### src/rtl/inst_fetch_if.sv
// Fetch-side bundle: instruction-memory read port, redirect request and decode handshake.
// Handshake: a head entry transfers on any rising edge where inst_valid_o && inst_ready_i.
interface inst_fetch_if #(
    parameter int AW = 13
);
    logic [AW-1:0] imem_addr_o;
    logic [31:0]   imem_data_i;
    logic          redirect_i;
    logic [31:0]   redirect_pc_i;
    logic          inst_valid_o;
    logic          inst_ready_i;
    logic [31:0]   inst_o;
    logic [31:0]   inst_pc_o;
    logic [31:0]   fetch_count_o;

    modport master (
        output imem_addr_o, inst_valid_o, inst_o, inst_pc_o, fetch_count_o,
        input  imem_data_i, redirect_i, redirect_pc_i, inst_ready_i
    );

    modport slave (
        input  imem_addr_o, inst_valid_o, inst_o, inst_pc_o, fetch_count_o,
        output imem_data_i, redirect_i, redirect_pc_i, inst_ready_i
    );
endinterface

### src/rtl/inst_fetch.sv
// Instruction fetch front-end: reads a combinational instruction memory each cycle
// into a small PC-tagged prefetch FIFO and hands entries to decode; redirect flushes.
module inst_fetch #(
    parameter int          DEPTH      = 8192,
    parameter logic [31:0] RESET_PC   = 32'h0000_0000,
    parameter int          FIFO_DEPTH = 2
) (
    input  logic          clk_i,
    input  logic          rst_ni,
    inst_fetch_if.master  bus
);
    localparam int          AW     = $clog2(DEPTH);
    localparam int          PW     = $clog2(FIFO_DEPTH);
    localparam logic [31:0] NOP    = 32'h0000_0013;
    localparam logic [PW:0] C_FULL = (PW+1)'(FIFO_DEPTH);
    localparam logic [PW:0] C_ONE  = (PW+1)'(1);
    localparam logic [PW-1:0] P_ONE = PW'(1);

    logic [31:0]   r_fpc;
    logic [PW-1:0] r_wr_ptr;
    logic [PW-1:0] r_rd_ptr;
    logic [PW:0]   r_count;
    logic [31:0]   r_fetch_count;
    logic [31:0]   r_mem_pc   [FIFO_DEPTH];
    logic [31:0]   r_mem_inst [FIFO_DEPTH];

    logic w_valid;
    logic w_pop;
    logic w_push;
    logic w_unused_pc_lsb;

    assign w_valid         = (r_count != '0);
    assign w_pop           = w_valid && bus.inst_ready_i;
    // A full FIFO still accepts a new word when the head leaves in the same cycle.
    assign w_push          = !bus.redirect_i && ((r_count < C_FULL) || w_pop);
    assign w_unused_pc_lsb = ^bus.redirect_pc_i[1:0];

    always_ff @(posedge clk_i or negedge rst_ni) begin
        if (!rst_ni) begin
            r_fpc         <= RESET_PC;
            r_wr_ptr      <= '0;
            r_rd_ptr      <= '0;
            r_count       <= '0;
            r_fetch_count <= '0;
        end else begin
            // The transfer completes even when a redirect flushes in the same cycle.
            if (w_pop) begin
                r_fetch_count <= r_fetch_count + 32'd1;
            end
            if (bus.redirect_i) begin
                r_fpc    <= {bus.redirect_pc_i[31:2], 2'b00};
                r_wr_ptr <= '0;
                r_rd_ptr <= '0;
                r_count  <= '0;
            end else begin
                if (w_push) begin
                    r_fpc    <= r_fpc + 32'd4;
                    r_wr_ptr <= r_wr_ptr + P_ONE;
                end
                if (w_pop) begin
                    r_rd_ptr <= r_rd_ptr + P_ONE;
                end
                if (w_push && !w_pop) begin
                    r_count <= r_count + C_ONE;
                end else if (!w_push && w_pop) begin
                    r_count <= r_count - C_ONE;
                end
            end
        end
    end

    always_ff @(posedge clk_i) begin
        if (w_push) begin
            r_mem_pc[r_wr_ptr]   <= r_fpc;
            r_mem_inst[r_wr_ptr] <= bus.imem_data_i;
        end
    end

    always_comb begin
        bus.imem_addr_o   = r_fpc[AW-1:0];
        bus.inst_valid_o  = w_valid;
        bus.fetch_count_o = r_fetch_count;
        bus.inst_o        = NOP;
        bus.inst_pc_o     = 32'h0000_0000;
        if (w_valid) begin
            bus.inst_o    = r_mem_inst[r_rd_ptr];
            bus.inst_pc_o = r_mem_pc[r_rd_ptr];
        end
    end
endmodule

### src/flat_wrapper.sv
// flat-port wrapper written by rule: the top's interface ports become plain ports
module inst_fetch_flat 
#(
    parameter int          DEPTH      = 8192,
    parameter logic [31:0] RESET_PC   = 32'h0000_0000,
    parameter int          FIFO_DEPTH = 2
)
  (clk_i, rst_ni, bus_imem_addr_o, bus_inst_valid_o, bus_inst_o, bus_inst_pc_o, bus_fetch_count_o, bus_imem_data_i, bus_redirect_i, bus_redirect_pc_i, bus_inst_ready_i);
  inst_fetch_if #(.AW((13))) bus_i ();
  input  logic clk_i;
  input  logic rst_ni;
  output wire logic [$bits(bus_i.imem_addr_o)-1:0] bus_imem_addr_o;
  output wire logic [$bits(bus_i.inst_valid_o)-1:0] bus_inst_valid_o;
  output wire logic [$bits(bus_i.inst_o)-1:0] bus_inst_o;
  output wire logic [$bits(bus_i.inst_pc_o)-1:0] bus_inst_pc_o;
  output wire logic [$bits(bus_i.fetch_count_o)-1:0] bus_fetch_count_o;
  input wire logic [$bits(bus_i.imem_data_i)-1:0] bus_imem_data_i;
  input wire logic [$bits(bus_i.redirect_i)-1:0] bus_redirect_i;
  input wire logic [$bits(bus_i.redirect_pc_i)-1:0] bus_redirect_pc_i;
  input wire logic [$bits(bus_i.inst_ready_i)-1:0] bus_inst_ready_i;
  assign bus_imem_addr_o = bus_i.imem_addr_o;
  assign bus_inst_valid_o = bus_i.inst_valid_o;
  assign bus_inst_o = bus_i.inst_o;
  assign bus_inst_pc_o = bus_i.inst_pc_o;
  assign bus_fetch_count_o = bus_i.fetch_count_o;
  assign bus_i.imem_data_i = bus_imem_data_i;
  assign bus_i.redirect_i = bus_redirect_i;
  assign bus_i.redirect_pc_i = bus_redirect_pc_i;
  assign bus_i.inst_ready_i = bus_inst_ready_i;
  inst_fetch #(.DEPTH(DEPTH), .RESET_PC(RESET_PC), .FIFO_DEPTH(FIFO_DEPTH)) u_core (.clk_i(clk_i), .rst_ni(rst_ni), .bus(bus_i));
endmodule
### config.mk
export PLATFORM = sky130hd
export DESIGN_NAME = inst_fetch_flat
export DESIGN_NICKNAME = d
export VERILOG_FILES = /design/src/rtl/inst_fetch_if.sv /design/src/rtl/inst_fetch.sv /design/src/flat_wrapper.sv
export SDC_FILE = /design/constraint.sdc
export NUM_CORES = 1
export LEC_CHECK = 0
export CELL_PAD_IN_SITES_DETAIL_PLACEMENT = 1
export CELL_PAD_IN_SITES_GLOBAL_PLACEMENT = 2
export CORE_UTILIZATION = 25
export CTS_BUF_LIST = sky130_fd_sc_hd__clkbuf_4 sky130_fd_sc_hd__clkbuf_8
export DETAILED_ROUTE_END_ITERATION = 10
export PLACE_DENSITY = 0.59
export SYNTH_ARGS = -nofsm -noshare
export SYNTH_HDL_FRONTEND = slang
export SYNTH_SLANG_ARGS = --single-unit
export TNS_END_PERCENT = 20
### constraint.sdc
create_clock -name clk_i -period 13 [get_ports clk_i]
set_input_delay 1.3 -clock clk_i [delete_from_list [all_inputs] [get_ports clk_i]]
set_output_delay 1.3 -clock clk_i [all_outputs]
set_load 0.005 [all_outputs]
[Word level (Yosys, flattened, before mapping)]
Memories as Yosys holds them, arrays and structs flattened.
Index checks and enable logic that the tools add are counted.
Widths: inputs -> output; s select.
Storage, ports and cells
  bits of input ports: 68
  bits in read-only memories: 0
  output and inout port bits: 110
  bits in latches: 0
  register bits after elaboration: 68
  memories kept: 2
  RAM bits: 128
Operators by class
  $add $sub $neg: 6
  equal/unequal tests: 0
  reductions and logical operators: 12
  shift operators: 0
  bitwise logic cells: 0
  muxes and demuxes: 13
  $mul: 0
  $lt $le $gt $ge: 1
  div/mod/pow operators: 0
Memory list
  u_core.r_mem_inst: words 2, width 32, read ports 1, clocked after memory_dff 0, write ports 1, RTL line inst_fetch.sv:25  | logic [31:0] r_mem_inst [FIFO_DEPTH];
  u_core.r_mem_pc: words 2, width 32, read ports 1, clocked after memory_dff 0, write ports 1, RTL line inst_fetch.sv:24  | logic [31:0] r_mem_pc [FIFO_DEPTH];
Operators with widths (count)
  $mux 32: 4
  $add 32x1->32 const B: 1
  $add 32x3->32 const B: 1
  $mux 1: 6
  $mux 2: 3
  $reduce_bool 2->1: 3
  $logic_and 1x1->1: 4
  $logic_not 1->1: 3
  $reduce_bool 3->1: 1
  $add 1x1->1 const B: 2
  $add 2x1->2 const B: 1
  $lt 2x2->1 const B: 1
  $sub 2x1->2 const B: 1
  $logic_or 1x1->1: 1

[Longest topological paths before layout]
  depth in word-level cells: 9
  gate-level depth with buffers: 7
  depth with buffers taken out: 5

[Least setup slack after synthesis]
No wires, ideal clock.
  path type: input to register
  from: input port bus_redirect_i
  to: memory u_core.r_mem_inst[0][0], enable pin
  stages on the path: 3
  data arrival time: 5.945 ns
  data required time: 12.441 ns
  buffers on the path: 2
  slack: 6.497 ns
  cell sequence: clkbuf_1 -> clkbuf_1 -> nor3_1
On the way
  cells in the longest elaborated chain, start to end: 4
RTL lines
  start, declared: RTL line flat_wrapper.sv:18  | input wire logic [$bits(bus_i.redirect_i)-1:0] bus_redirect_i;
  $logic_not 1->1: RTL line inst_fetch.sv:35  | assign w_push = !bus.redirect_i && ((r_count < C_FULL) || w_pop);
  $logic_and 1x1->1: RTL line inst_fetch.sv:35
  $mux 1: RTL line inst_fetch.sv:73  | if (w_push) begin
  $mux 1 (not written as such): RTL line inst_fetch.sv:75  | r_mem_inst[r_wr_ptr] <= bus.imem_data_i;
  end, declared: RTL line inst_fetch.sv:25
No other way between the ends.

[Final worst setup path]
  from: register u_core.r_rd_ptr
  to: output port bus_inst_o[3]
On the way
  cells in the longest elaborated chain, start to end: 2
RTL lines
  start, declared: RTL line inst_fetch.sv:21  | logic [PW-1:0] r_rd_ptr;
  start signal, assigned: RTL line inst_fetch.sv:61  | r_rd_ptr <= r_rd_ptr + P_ONE;
  $mem_v2 2x32
  $mux 32: RTL line inst_fetch.sv:85  | if (w_valid) begin
  end, declared: RTL line flat_wrapper.sv:14  | output wire logic [$bits(bus_i.inst_o)-1:0] bus_inst_o;
No other way between the ends.

==> impl_summary.log <==
[metrics] unrepaired setup endpoints after global routing: no
[metrics] HPWL after detailed placement: 14.4 mm
[metrics] initial detailed-routing violation count: 206
[metrics] detail-routed via count per cell: 4.52
[metrics] number of clock sinks: 190
[metrics] hold violation count in the final report: 0
[metrics] total power: 1.35 mW
[metrics] switch share: 26.6%
[metrics] most common cell after layout, fill and taps aside: sky130_fd_sc_hd__clkdlybuf4s50_1
[metrics] Clock H-tree levels: 4
[metrics] count of input and output buffers: 171
[metrics] number of global-route vias before repair: 5967
[metrics] Max Fanout on Critical Path: 63
[metrics] Arrival @ worst endpoint: 2.59 ns
[metrics] number of buffers added by the clock tree synthesis step: 17
[metrics] clock transition at the registers of the reported paths: 0.10 ns
[metrics] power per cell area: 126 nW/um2
[metrics] count of nets left with antenna violations after detail routing: 0
[metrics] First-pass DRT Iterations: 4
[metrics] clock latency at the later pin of the worst-skew pair: 0.48 ns
[metrics] Top Ports: 178
[metrics] placeable core region: 31800 um2
[metrics] final sum of negative setup slack: 0 ns
[metrics] Top FF cell, synth: sky130_fd_sc_hd__edfxtp_1
[metrics] relative max-transition margin: 21.9%
[metrics] number of setup buffers added after CTS: 0
[metrics] final critical-path required period: 3.89 ns
[metrics] largest net degree at the start of global routing: 67
[metrics] initial cell density of the core: 25.7%
[metrics] mapped cell area: 8160 um2
[metrics] quantity of hold-fixing buffers added after cts: 0
[metrics] type of element capturing the critical path: primary output
[metrics] gp weighted congestion: 0.772
[metrics] CTS tree: yes
[metrics] internal power: 0.988 mW
[metrics] sum of overflow across all layers after global routing: 0
[metrics] number of pins exceeding their max-slew limit in the final report: 0
[metrics] Worst Max-Slew Pin Slew: 1.17 ns
[metrics] number of rows in the core area: 65
[metrics] worst-case vdd ir drop: 56.5 uV
[metrics] Worst Hold Margin: 0.489 ns
[metrics] net switching power: 0.357 mW
[metrics] kind of critical path: flip-flop to primary output
[metrics] sequential element share of the synthesized area: 65.9%
[metrics] Maximum Capacitance Violations: 0
[metrics] post-route fraction of the period consumed by the critical path: 29.9%
[metrics] sequential share of power: 55.5%
[metrics] buffers from clock root to sink, at most: 2
[metrics] total routing usage reported by global routing: 13.3%
[metrics] Synth async-reset ratio: 34.7%
[metrics] remaining design rule violation count: 0
[metrics] most frequent cells in the layout: 170 x sky130_fd_sc_hd__clkdlybuf4s50_1, 124 x sky130_fd_sc_hd__edfxtp_1, 84 x sky130_fd_sc_hd__nor2_1, 65 x sky130_fd_sc_hd__dfrtp_1, 63 x sky130_fd_sc_hd__mux2i_1
[metrics] wire length of the first global-routing pass: 34.0 mm
[metrics] nature of the critical path startpoint: flip-flop
[metrics] final clock skew: 0.0126 ns
[metrics] fraction of power consumed by the clock network: 28.9%
[metrics] Yosys cell types: 44
[metrics] die height: 183 um
[metrics] Leak: 3.68 nW
[metrics] ratio of cells with drive above 1 in the final layout: 6.23%
[metrics] placed cell areas: 10300 um2
[metrics] final cell utilization of the core: 33.5%
[metrics] count of flip-flops with a built-in enable after synthesis: 124
[metrics] Max Fclk: 257 MHz
[metrics] synthesized instance count: 634
[metrics] status: finished clean
[metrics] cell at the root of the clock tree: sky130_fd_sc_hd__clkbuf_8
[metrics] horizontal die dimension: 183 um
[metrics] flop and latch count out of synthesis: 190
[metrics] Post-Syn Area per Cell: 12.9 um2
[metrics] routed length per placed instance: 17.4 um
[metrics] Resize count post-CTS: 0
[metrics] number of antenna violations at the first check in global routing: 3
[metrics] worst hold path class: flip-flop to flip-flop
[metrics] total wire length: 21.5 mm
[metrics] area grow syn2layout: 30.4%
[metrics] combinational cell fraction of total power: 15.6%
[metrics] total setup violations reported at the end of the flow: 0
[metrics] required arrival time at the worst endpoint: 11.70 ns
[metrics] Yosys warnings: 0
[metrics] fin area: 10600 um2
[metrics] NumNets Final: 859
[metrics] FILL cells: 3445
[metrics] Die ar.: 33400 um2
[metrics] detailed-route via count: 5596
## per-layer routing
| layer | GRT usage [%] | up-vias | share of wire (%) |
|---|---|---|---|
| met4 | 3.80 | 4 | 1.2 |
| met2 | 21.1 | 163 | 46 |
| met3 | 4.53 | 20 | 6.8 |
| li1 | - | 2617 | - |
| met1 | 17.0 | 2792 | 46 |
| met5 | 0 | - | 0.13 |
## cells by family (layout without fill, tap and decap cells)
logic type,after synthesis,in the layout,share of synthesized area [%]
AO/OA/AOI/OAI,52,52,4.20
XOR/XNOR,42,42,4.51
adder cells (fa/ha/maj),2,2,0.307
buffers and inverters,54,219,3.31
flip-flops,190,190,65.9
multiplexers,63,63,7.73
other,1,5,0.0459
AND/OR/NAND/NOR,230,230,14.0
## cell usage after synthesis (9+ instances only)
cell type	number	area share (%)
sky130_fd_sc_hd__mux2i_1	63	7.7
sky130_fd_sc_hd__nand4_1	17	1.3
sky130_fd_sc_hd__xnor2_1	33	3.5
sky130_fd_sc_hd__or4_1	14	1.3
sky130_fd_sc_hd__buf_4	15	1.4
sky130_fd_sc_hd__a31oi_1	15	1.1
sky130_fd_sc_hd__nor2_1	85	3.9
sky130_fd_sc_hd__o31ai_1	11	1.0
sky130_fd_sc_hd__o21ai_0	13	0.80
sky130_fd_sc_hd__xor2_1	9	0.97
sky130_fd_sc_hd__nand3_1	26	1.6
sky130_fd_sc_hd__nand2_1	44	2.0
sky130_fd_sc_hd__edfxtp_1	124	46
sky130_fd_sc_hd__clkbuf_1	23	1.1
sky130_fd_sc_hd__dfrtp_1	66	20
## critical path, stage by stage (launching register included)
cell and delay (ns):
sky130_fd_sc_hd__dfrtp_4 1.17, sky130_fd_sc_hd__mux2i_1 0.17, sky130_fd_sc_hd__nor2_1 0.16, sky130_fd_sc_hd__clkdlybuf4s50_1 0.53
## power groups by stage
stage / clock network (mW) / logic [mW] / registers (mW)
5_1_grt: 0.428 / 0.232 / 0.755
4_1_cts: 0.407 / 0.216 / 0.748
2_1_floorplan: 0 / 0.105 / 0.738
3_3_place_gp: 0 / 0.212 / 0.757
3_5_place_dp: 0 / 0.214 / 0.761
6_report: 0.389 / 0.210 / 0.746
## state kept, by name (all words and copies together), names as in the netlist
register                  count
u_core.r_mem_inst            64
u_core.r_mem_pc              60
u_core.bus.fetch_count_o     32
u_core.r_fpc                 30
u_core.r_count                2
u_core.r_rd_ptr               1
u_core.r_wr_ptr               1
## cell type report
type                    count  area [um2]  share of cell area (%)
clock inverters            14         143                    1.34
diodes                      1        2.50                  0.0235
clock buffers              18         241                    2.27
repair buffers            178        1760                    16.5
inverters                   9        33.8                   0.317
well taps                 435         544                    5.11
multi-input cells         393        2540                    23.9
flip-flops and latches    190        5380                    50.5
## through the flow
stage          worst slack (ns)  cells
6_report                   9.11   1238
5_1_grt                    8.91   1237
4_1_cts                    9.00   1237
3_5_place_dp               9.21   1205
3_3_place_gp               9.21   1205
2_1_floorplan              6.50    637
## worst paths after layout
check | to | cells after the start | slack (ns) | startpoint
min reg2reg | u_core.bus.fetch_count_o[31]$_DFFE_PN0P_ | 1 | 0.49 | u_core.bus.fetch_count_o[31]$_DFFE_PN0P_
min in group asynchronous | u_core.bus.fetch_count_o[5]$_DFFE_PN0P_ | 2 | 1.02 | rst_ni
max | bus_inst_o[3] | 3 | 9.11 | u_core.r_rd_ptr$_DFFE_PN0P_
min | u_core.bus.fetch_count_o[31]$_DFFE_PN0P_ | 1 | 0.49 | u_core.bus.fetch_count_o[31]$_DFFE_PN0P_
max in group asynchronous | u_core.r_rd_ptr$_DFFE_PN0P_ | 2 | 11.27 | rst_ni
max reg2reg | u_core.r_fpc[29]$_DFFE_PN0P_ | 4 | 10.54 | u_core.r_count[1]$_DFFE_PN0P_
Note: power is estimated with default switching activity, not from simulation.
